[src/rtl/btb.sv]
// Direct-mapped branch target buffer: registered lookup, trained by resolved branches
// using a 1-bit confidence flag per entry. Define BTB_BYPASS_EN to forward same-index updates.
module btb #(
  parameter int IDX_W = 4
) (
  input  logic        clk,
  input  logic        reset,
  input  logic        stall,
  input  logic        clr,
  input  logic [31:0] lookup_pc,
  output logic        hit,
  output logic [31:0] target,
  input  logic        upd_en,
  input  logic [31:0] upd_pc,
  input  logic [31:0] upd_target,
  input  logic        upd_taken
);

  localparam int N     = 1 << IDX_W;
  localparam int TAG_W = 30 - IDX_W;

  logic [N-1:0]     valid_q;
  logic [N-1:0]     conf_q;
  logic [TAG_W-1:0] tag_q [N];
  logic [31:0]      tgt_q [N];

  logic [IDX_W-1:0] u_idx_s;
  logic [TAG_W-1:0] u_tag_s;
  logic             u_hit_s;
  logic             n_valid_s;
  logic             n_conf_s;
  logic [TAG_W-1:0] n_tag_s;
  logic [31:0]      n_tgt_s;

  logic [IDX_W-1:0] l_idx_s;
  logic [TAG_W-1:0] l_tag_s;
  logic             r_valid_s;
  logic [TAG_W-1:0] r_tag_s;
  logic [31:0]      r_tgt_s;
  logic             match_s;

  logic             hit_q, hit_d;
  logic [31:0]      target_q, target_d;

  assign u_idx_s = upd_pc[IDX_W+1:2];
  assign u_tag_s = upd_pc[31:IDX_W+2];
  assign l_idx_s = lookup_pc[IDX_W+1:2];
  assign l_tag_s = lookup_pc[31:IDX_W+2];
  assign u_hit_s = valid_q[u_idx_s] && (tag_q[u_idx_s] == u_tag_s);

  // Post-update contents of the entry addressed by the update port
  always_comb begin
    n_valid_s = valid_q[u_idx_s];
    n_conf_s  = conf_q[u_idx_s];
    n_tag_s   = tag_q[u_idx_s];
    n_tgt_s   = tgt_q[u_idx_s];
    if (upd_taken) begin
      // Taken hit and taken miss collapse: both (re)write the whole entry with conf set.
      n_valid_s = 1'b1;
      n_conf_s  = 1'b1;
      n_tag_s   = u_tag_s;
      n_tgt_s   = upd_target;
    end else if (u_hit_s) begin
      if (conf_q[u_idx_s]) begin
        n_conf_s = 1'b0;
      end else begin
        n_valid_s = 1'b0;
      end
    end else begin
      n_valid_s = valid_q[u_idx_s];
    end
  end

  // Table storage; reset clears every entry and drops a coincident update
  always_ff @(posedge clk) begin
    if (reset) begin
      valid_q <= '0;
      conf_q  <= '0;
      for (int i = 0; i < N; i++) begin
        tag_q[i] <= '0;
        tgt_q[i] <= 32'h0;
      end
    end else if (upd_en) begin
      valid_q[u_idx_s] <= n_valid_s;
      conf_q[u_idx_s]  <= n_conf_s;
      tag_q[u_idx_s]   <= n_tag_s;
      tgt_q[u_idx_s]   <= n_tgt_s;
    end
  end

  // Entry seen by the lookup port, optionally forwarded from a same-index update
  always_comb begin
    r_valid_s = valid_q[l_idx_s];
    r_tag_s   = tag_q[l_idx_s];
    r_tgt_s   = tgt_q[l_idx_s];
`ifdef BTB_BYPASS_EN
    if (upd_en && (u_idx_s == l_idx_s)) begin
      r_valid_s = n_valid_s;
      r_tag_s   = n_tag_s;
      r_tgt_s   = n_tgt_s;
    end else begin
      r_valid_s = valid_q[l_idx_s];
    end
`endif
    match_s = r_valid_s && (r_tag_s == l_tag_s);
  end

  // Output register next state: clr > stall > capture
  always_comb begin
    hit_d    = hit_q;
    target_d = target_q;
    if (clr) begin
      hit_d    = 1'b0;
      target_d = 32'h0;
    end else if (stall) begin
      hit_d    = hit_q;
      target_d = target_q;
    end else begin
      hit_d    = match_s;
      target_d = match_s ? r_tgt_s : 32'h0;
    end
  end

  // Lookup output registers
  always_ff @(posedge clk) begin
    if (reset) begin
      hit_q    <= 1'b0;
      target_q <= 32'h0;
    end else begin
      hit_q    <= hit_d;
      target_q <= target_d;
    end
  end

  assign hit    = hit_q;
  assign target = target_q;

endmodule

[config.mk]
export PLATFORM = sky130hd
export DESIGN_NAME = btb
export DESIGN_NICKNAME = d
export VERILOG_FILES = /design/src/rtl/btb.sv
export SDC_FILE = /design/constraint.sdc
export NUM_CORES = 1
export LEC_CHECK = 0
export CORE_MARGIN = 8
export CORE_UTILIZATION = 40
export DETAILED_ROUTE_END_ITERATION = 16
export PLACE_DENSITY = 0.57
export SETUP_SLACK_MARGIN = 0.2
export SYNTH_ARGS = -nofsm -noshare
export SYNTH_HDL_FRONTEND = slang
export SYNTH_SLANG_ARGS = --single-unit
[constraint.sdc]
create_clock -name clk -period 9.6 [get_ports clk]
set_input_delay 0.96 -clock clk [delete_from_list [all_inputs] [get_ports clk]]
set_output_delay 0.96 -clock clk [all_outputs]
set_load 0.02 [all_outputs]
==> impl_metrics.yaml, run 1 <==
global_routing:
  overflow: 0
  grt_util_all_layers_pct: 23.8
  grt_max_degree: 139
  grt_pass1_wl_mm: 230
  grt_pass1_vias: 30800
  antenna_found_initial: 6
drt:
  routedWlPerCell_um: 32.1
  dr.first_iter.drc_count: 4078
  via_count: 31200
  drt_wl_total_mm: 162
  avgViaCountPerCell: 6.17
  drc_errors: 0
  final_antenna_net_count: 0
  first_pass_iters: 5
synth:
  synth_top_area_share_pct: 57.0
  ys_seq_elements: 993
  syn_inst: 3343
  synth.avg_cell_area_um2: 14.6
  syn_area_um2: 48900
  yosysSeqAreaShare_pct: 59.6
  synthArstFlopShare_pct: 0
  synth-edff-count: 928
  synth_nets: 3445
  ys_warn_count: 0
  synthTopCellsByArea: "edfxtp_1 (57%), mux4_2 (17%), and3_1 (6.6%), nor2_1 (3.5%), dfxtp_1 (2.7%)"
  yosysTopAreaCell: "edfxtp_1"
  synth_cell_type_count: 78
  yosys_most_used_dff: "edfxtp_1"
floorplanning:
  start_util_pct: 40.2
  rows: 128
  chipWidth_um: 366
  fp.dieH_um: 366
  coreArea_um2: 122000
  die_area_um2: 134000
  pin_count: 135
critical_path:
  crit_type: "input pin to register"
  cp-start-kind: "input pin"
  cp.required_ns: 10.21
  worstPathMaxFanout: 64
  crit_path_end_kind: "register"
  worstPathArrival_ns: 6.03
outcome:
  run_status: "finished clean"
sta:
  finalSetupViolCount: 0
  max-slew-margin-rel_pct: 12.0
  fmax_ghz: 0.185
  layout_min_cycle_time_ns: 5.41
  skew_ns: 0.0479
  report.final.hold_viol_count: 0
  rsz0062_at_grt: "no"
  finalSetupTns_ns: 0
  slew_viol_final: 0
  fin_crit_sh_pct: 56.4
  tightest_slew_ns: 1.28
cts:
  insertion_delay_ns: 0.71
  clock_sinks: 993
  cts.path.max_buffers: 3
  cts_tree: "yes"
  htreeDepth: 3
  cts-root-buf: "clkbuf_16"
  post_cts_buffers: 0
  clkSlewWorstSetupHoldPaths_ns: 0.06
  post_cts_resized: 0
  cts_hold_buffers: 0
  cts_buffers: 109
placed_design:
  port_buffers: 130
  routabilityCongestion: 0.839
  place_area_um2: 51500
  place_hpwl_mm: 85.6
power:
  leakage_nw: 20.6
  peakVddDrop_v: 0.000142
  power.density_nw_per_um2: 186
finish:
  fill_cells: 10700
  drive_above_1_share_pct: 21.2
  ff_latch_area_um2: 29200
  layout.nets: 3441
  multi_input_area_um2: 18000
  final_common_cell: "edfxtp_1"
  area_growth_pct: 12.7
  postLayoutCellArea_um2: 55100
  mostFrequentLayoutCells: "edfxtp_1 (928), and3_1 (515), nor2_1 (443)"
job:
  drv_cap: 0
worst_hold_path:
  min_path_type: "register to register"
==> cells in the mapped netlist (7+ instances only) <==
| cell type | number |
|---|---|
| nor2_1 | 451 |
| buf_1 | 21 |
| a22o_1 | 22 |
| o21ai_0 | 13 |
| clkbuf_1 | 251 |
| a21oi_1 | 57 |
| a21o_1 | 21 |
| inv_1 | 62 |
| o21ai_1 | 34 |
| xor2_1 | 7 |
| buf_6 | 13 |
| mux2_2 | 15 |
| a31oi_2 | 11 |
| nor3_1 | 19 |
| buf_2 | 44 |
| nand2b_1 | 12 |
| dfxtp_1 | 65 |
| and3_1 | 517 |
| mux2i_1 | 100 |
| a31oi_1 | 18 |
| xnor2_1 | 37 |
| mux2_1 | 8 |
| nand2_1 | 78 |
| nand3_1 | 11 |
| mux4_2 | 377 |
| a22oi_1 | 13 |
| o22ai_1 | 13 |
| buf_4 | 11 |
| nor2b_1 | 13 |
| edfxtp_1 | 928 |
| a211oi_1 | 11 |
==> kinds of logic (layout without fill, tap and decap cells) <==
logic type                Yosys count  after routing  synth area share (%)
buffers and inverters             410            499                  3.79
muxes                             505            505                  20.2
DFF                               993            993                  59.6
and+or+nand+nor                  1136           1136                  11.9
xor gates and xnor gates           46             46                 0.854
other                               0              3                     0
AOI/OAI and AO/OA                 253            253                  3.62
==> critical path: stages <==
cell and delay [ns]:
buf_8 0.49, buf_4 0.79, mux4_2 0.60, mux4_2 0.48, xnor2_1 0.23, nand4_1 0.15
nor2_1 0.42, nand4_1 0.49, or3_2 0.99, o21ai_1 0.27
==> report_power, final <==
| part | switching [mW] | internal [mW] | total (mW) |
|---|---|---|---|
| combinational | 0.667 | 0.417 | 1.08 |
| sequential | 0.0694 | 4.92 | 4.99 |
| clock | 1.80 | 2.39 | 4.19 |
==> through the flow <==
step	setup slack (ns)	util [%]	hold WS (ns)	power (mW)	cells
after floorplan	5.86	-	0.444	5.74	3343
after global placement	3.46	42.4	0.434	6.15	4852
after detailed placement	3.41	42.4	0.436	6.16	4852
after CTS	4.16	45.3	0.444	10.3	5056
after global routing	3.90	45.3	0.461	10.5	5058
final	4.19	45.3	0.441	10.3	5060
==> final cells by class <==
class	instances	area share, %
clock inverters	64	1.18
inverters	62	0.422
repair buffers	233	3.79
clock buffers	140	5.23
multi-input cells	1940	32.7
well taps	1625	3.69
flip-flops and latches	993	52.9
diodes	3	0.0136
==> path summary, 6_finish.rpt <==
check,from,slack (ns),to,cells past startpoint
hold reg to reg,target[18]$_SDFFE_PP0N_,0.44,target[18]$_SDFFE_PP0N_,2
hold / removal,target[18]$_SDFFE_PP0N_,0.44,target[18]$_SDFFE_PP0N_,2
setup reg to reg,tag_q[15][4]$_SDFFCE_PN0P_,5.30,target[6]$_SDFFE_PP0N_,8
setup / recovery,lookup_pc[2],4.19,target[6]$_SDFFE_PP0N_,10
==> flip-flops by register name, summed over array words and instances, names as in the netlist <==
name and flops:
tgt_q 512, conf_q 16, target 32, valid_q 16, hit 1, tag_q 416
==> layer usage <==
metal  wire (um)  share of wire [%]  global-route usage (%)
met4        4530                2.8                    6.94
met5          45              0.028                       0
met1       66600                 41                    33.5
met3       14600                9.0                    4.13
met2       76600                 47                    38.1
Note: power is estimated with default switching activity, not from simulation.
==> run 2, diff against run 1 <==
clock period = 5.2 ns   (was 9.6 ns; I/O delays follow)
==> run 2 against run 1 <==
Compared with the run above: critical path depth up 1; die area stayed put; critical endpoint is now target[9]$_SDFFE_PP0N_; global-route usage decreased by 0.18 points; clock power rose by 84%; largest power group unchanged; cell count is 0.91% higher; via count increased by 0.98%; clock skew up 0.0082 ns; routed wire length decreased by 0.23%; cell area rose by 1.0%; first-iteration DRC count is 0.22% higher; count of clock-buffer cells in the layout up 9; combinational power up 91%.
==> impl_metrics.yaml, run 2 (same netlist as run 1, synthesis figures left out) <==
outcome:
  run_status: "finished clean"
global_routing:
  grt_util_all_layers_pct: 23.6
  grt_pass1_wl_mm: 229
  antenna_found_initial: 11
  grt_pass1_vias: 31000
  grt_max_degree: 150
  overflow: 0
drt:
  routedWlPerCell_um: 31.7
  via_count: 31500
  drc_errors: 0
  dr.first_iter.drc_count: 4087
  first_pass_iters: 6
  drt_wl_total_mm: 162
  final_antenna_net_count: 0
  avgViaCountPerCell: 6.18
cts:
  cts_hold_buffers: 0
  cts_tree: "yes"
  clock_sinks: 993
  cts.path.max_buffers: 3
  post_cts_buffers: 0
  clkSlewWorstSetupHoldPaths_ns: 0.06
  insertion_delay_ns: 0.72
  htreeDepth: 3
  cts_buffers: 107
  cts-root-buf: "clkbuf_16"
  post_cts_resized: 0
critical_path:
  reg2reg_slack_ns: 1.15
  cp-start-kind: "input pin"
  worstPathCellList: "buf_8, buf_12, mux4_2, mux4_2, xor2_1, nor4_1, buf_4, nand4_1, or3_2, buf_4, o21ai_1"
  crit_path_end_kind: "register"
  cp.required_ns: 5.83
  rr_worst_depth: 9
  path_delay_family: "simple AND/OR/NAND/NOR gates"
  worstPathArrival_ns: 4.72
  critPathBufInv: 4
  worstPathMaxFanout: 32
  r2r_start: "tag_q[14][4]$_SDFFCE_PN0P_"
  cpPeakStageDelay_ns: 0.61
  reg2reg_to: "target[9]$_SDFFE_PP0N_"
  crit_type: "input pin to register"
  critPathSlowestCell: "nor4_1"
floorplanning:
  chipWidth_um: 366
  pin_count: 135
  start_util_pct: 40.2
  coreArea_um2: 122000
  die_area_um2: 134000
  fp.dieH_um: 366
  rows: 128
sta:
  tightest_slew_ns: 1.17
  report.final.hold_viol_count: 0
  fmax_ghz: 0.244
  max-slew-margin-rel_pct: 21.9
  layout_min_cycle_time_ns: 4.09
  finalSetupTns_ns: 0
  fin_crit_sh_pct: 78.7
  finalSetupViolCount: 0
  rsz0062_at_grt: "no"
  slew_viol_final: 0
  skew_ns: 0.0561
  fin_ws_ns: 1.11
finish:
  layout.nets: 3484
  mostFrequentLayoutCells: "edfxtp_1 (928), and3_1 (515), nor2_1 (443)"
  area_growth_pct: 13.8
  fill_cells: 10500
  top_register: "tgt_q"
  largest_reg_flops: 512
  final_common_cell: "edfxtp_1"
  drive_above_1_share_pct: 22.4
power:
  power.density_nw_per_um2: 341
  leakage_nw: 20.9
  peakVddDrop_v: 0.000291
  power_mw: 19.0
worst_hold_path:
  whs_path_depth: 2
  min_path_type: "register to register"
  hold_end: "target[23]$_SDFFE_PP0N_"
  min_from: "target[23]$_SDFFE_PP0N_"
placed_design:
  port_buffers: 130
  dp_slack_ns: 0.406
  routabilityCongestion: 0.864
  place_hpwl_mm: 90.8
job:
  drv_cap: 0
## run 2: cell count changes in the layout (fill, tap and decap cells not counted), moves of 5 or more
cell,delta
clkinv_1,-21
clkbuf_1,+11
diode_2,+5
buf_4,+26
clkinv_2,+7
buf_12,+19
## run 2: through the flow
| step | cell area (um^2) | hold slack, ns | util, % | std cells |
|---|---|---|---|---|
| 2_1_floorplan | 48900 | 0.444 | - | 3343 |
| 3_3_place_gp | 52100 | 0.434 | 42.9 | 4898 |
| 3_5_place_dp | 52100 | 0.437 | 42.9 | 4898 |
| 4_1_cts | 55600 | 0.413 | 45.8 | 5098 |
| 5_1_grt | 55600 | 0.432 | 45.8 | 5098 |
| 6_report | 55600 | 0.441 | 45.8 | 5106 |
## run 2: worst reg2reg max path, stage by stage, from the launching register on
cell	delay, ns
edfxtp_1	0.41
mux4_2	0.49
mux4_2	0.50
xnor2_1	0.40
nand4_1	0.34
nor3_1	0.37
nand4_1	0.41
or3_2	0.55
buf_4	0.30
o21ai_1	0.24
## run 2: final cells by class
cell class,instances,area [um^2],share of cell area (%)
Clock buffer,149,2890,5.19
Multi-Input combinational cell,1940,18000,32.4
Tap cell,1625,2030,3.65
Timing Repair Buffer,278,2670,4.79
Sequential cell,993,29200,52.4
Inverter,62,233,0.418
Clock inverter,51,613,1.10
Antenna cell,8,20.0,0.0360
## run 2: layer usage
layer | share of wire (%) | track usage (%) | vias up
li1 | - | - | 13100
met5 | 0.0080 | 0 | -
met4 | 3.3 | 7.31 | 2
met3 | 8.5 | 4.18 | 307
met2 | 47 | 37.7 | 1616
met1 | 41 | 33.1 | 16500
## run 2: worst max-delay path by stage
stage,start,endpoint,slack (ns),depth (start not counted)
2_1_floorplan,upd_pc[2],tgt_q[7][0]$_SDFFCE_PN0P_,1.90,9
3_3_place_gp,lookup_pc[2],target[16]$_SDFFE_PP0N_,0.42,11
3_5_place_dp,lookup_pc[2],target[9]$_SDFFE_PP0N_,0.41,11
4_1_cts,lookup_pc[2],target[10]$_SDFFE_PP0N_,1.15,11
5_1_grt,lookup_pc[2],target[19]$_SDFFE_PP0N_,1.08,11
6_report,lookup_pc[2],target[9]$_SDFFE_PP0N_,1.11,11
## run 2: power by group
part	total, mW	internal, mW	switching (mW)	leakage (nW)
registers	9.22	9.09	0.131	9.71
clock network	7.72	4.40	3.32	1.70
logic	2.06	0.812	1.24	9.46
total	19.0	14.3	4.70	20.9
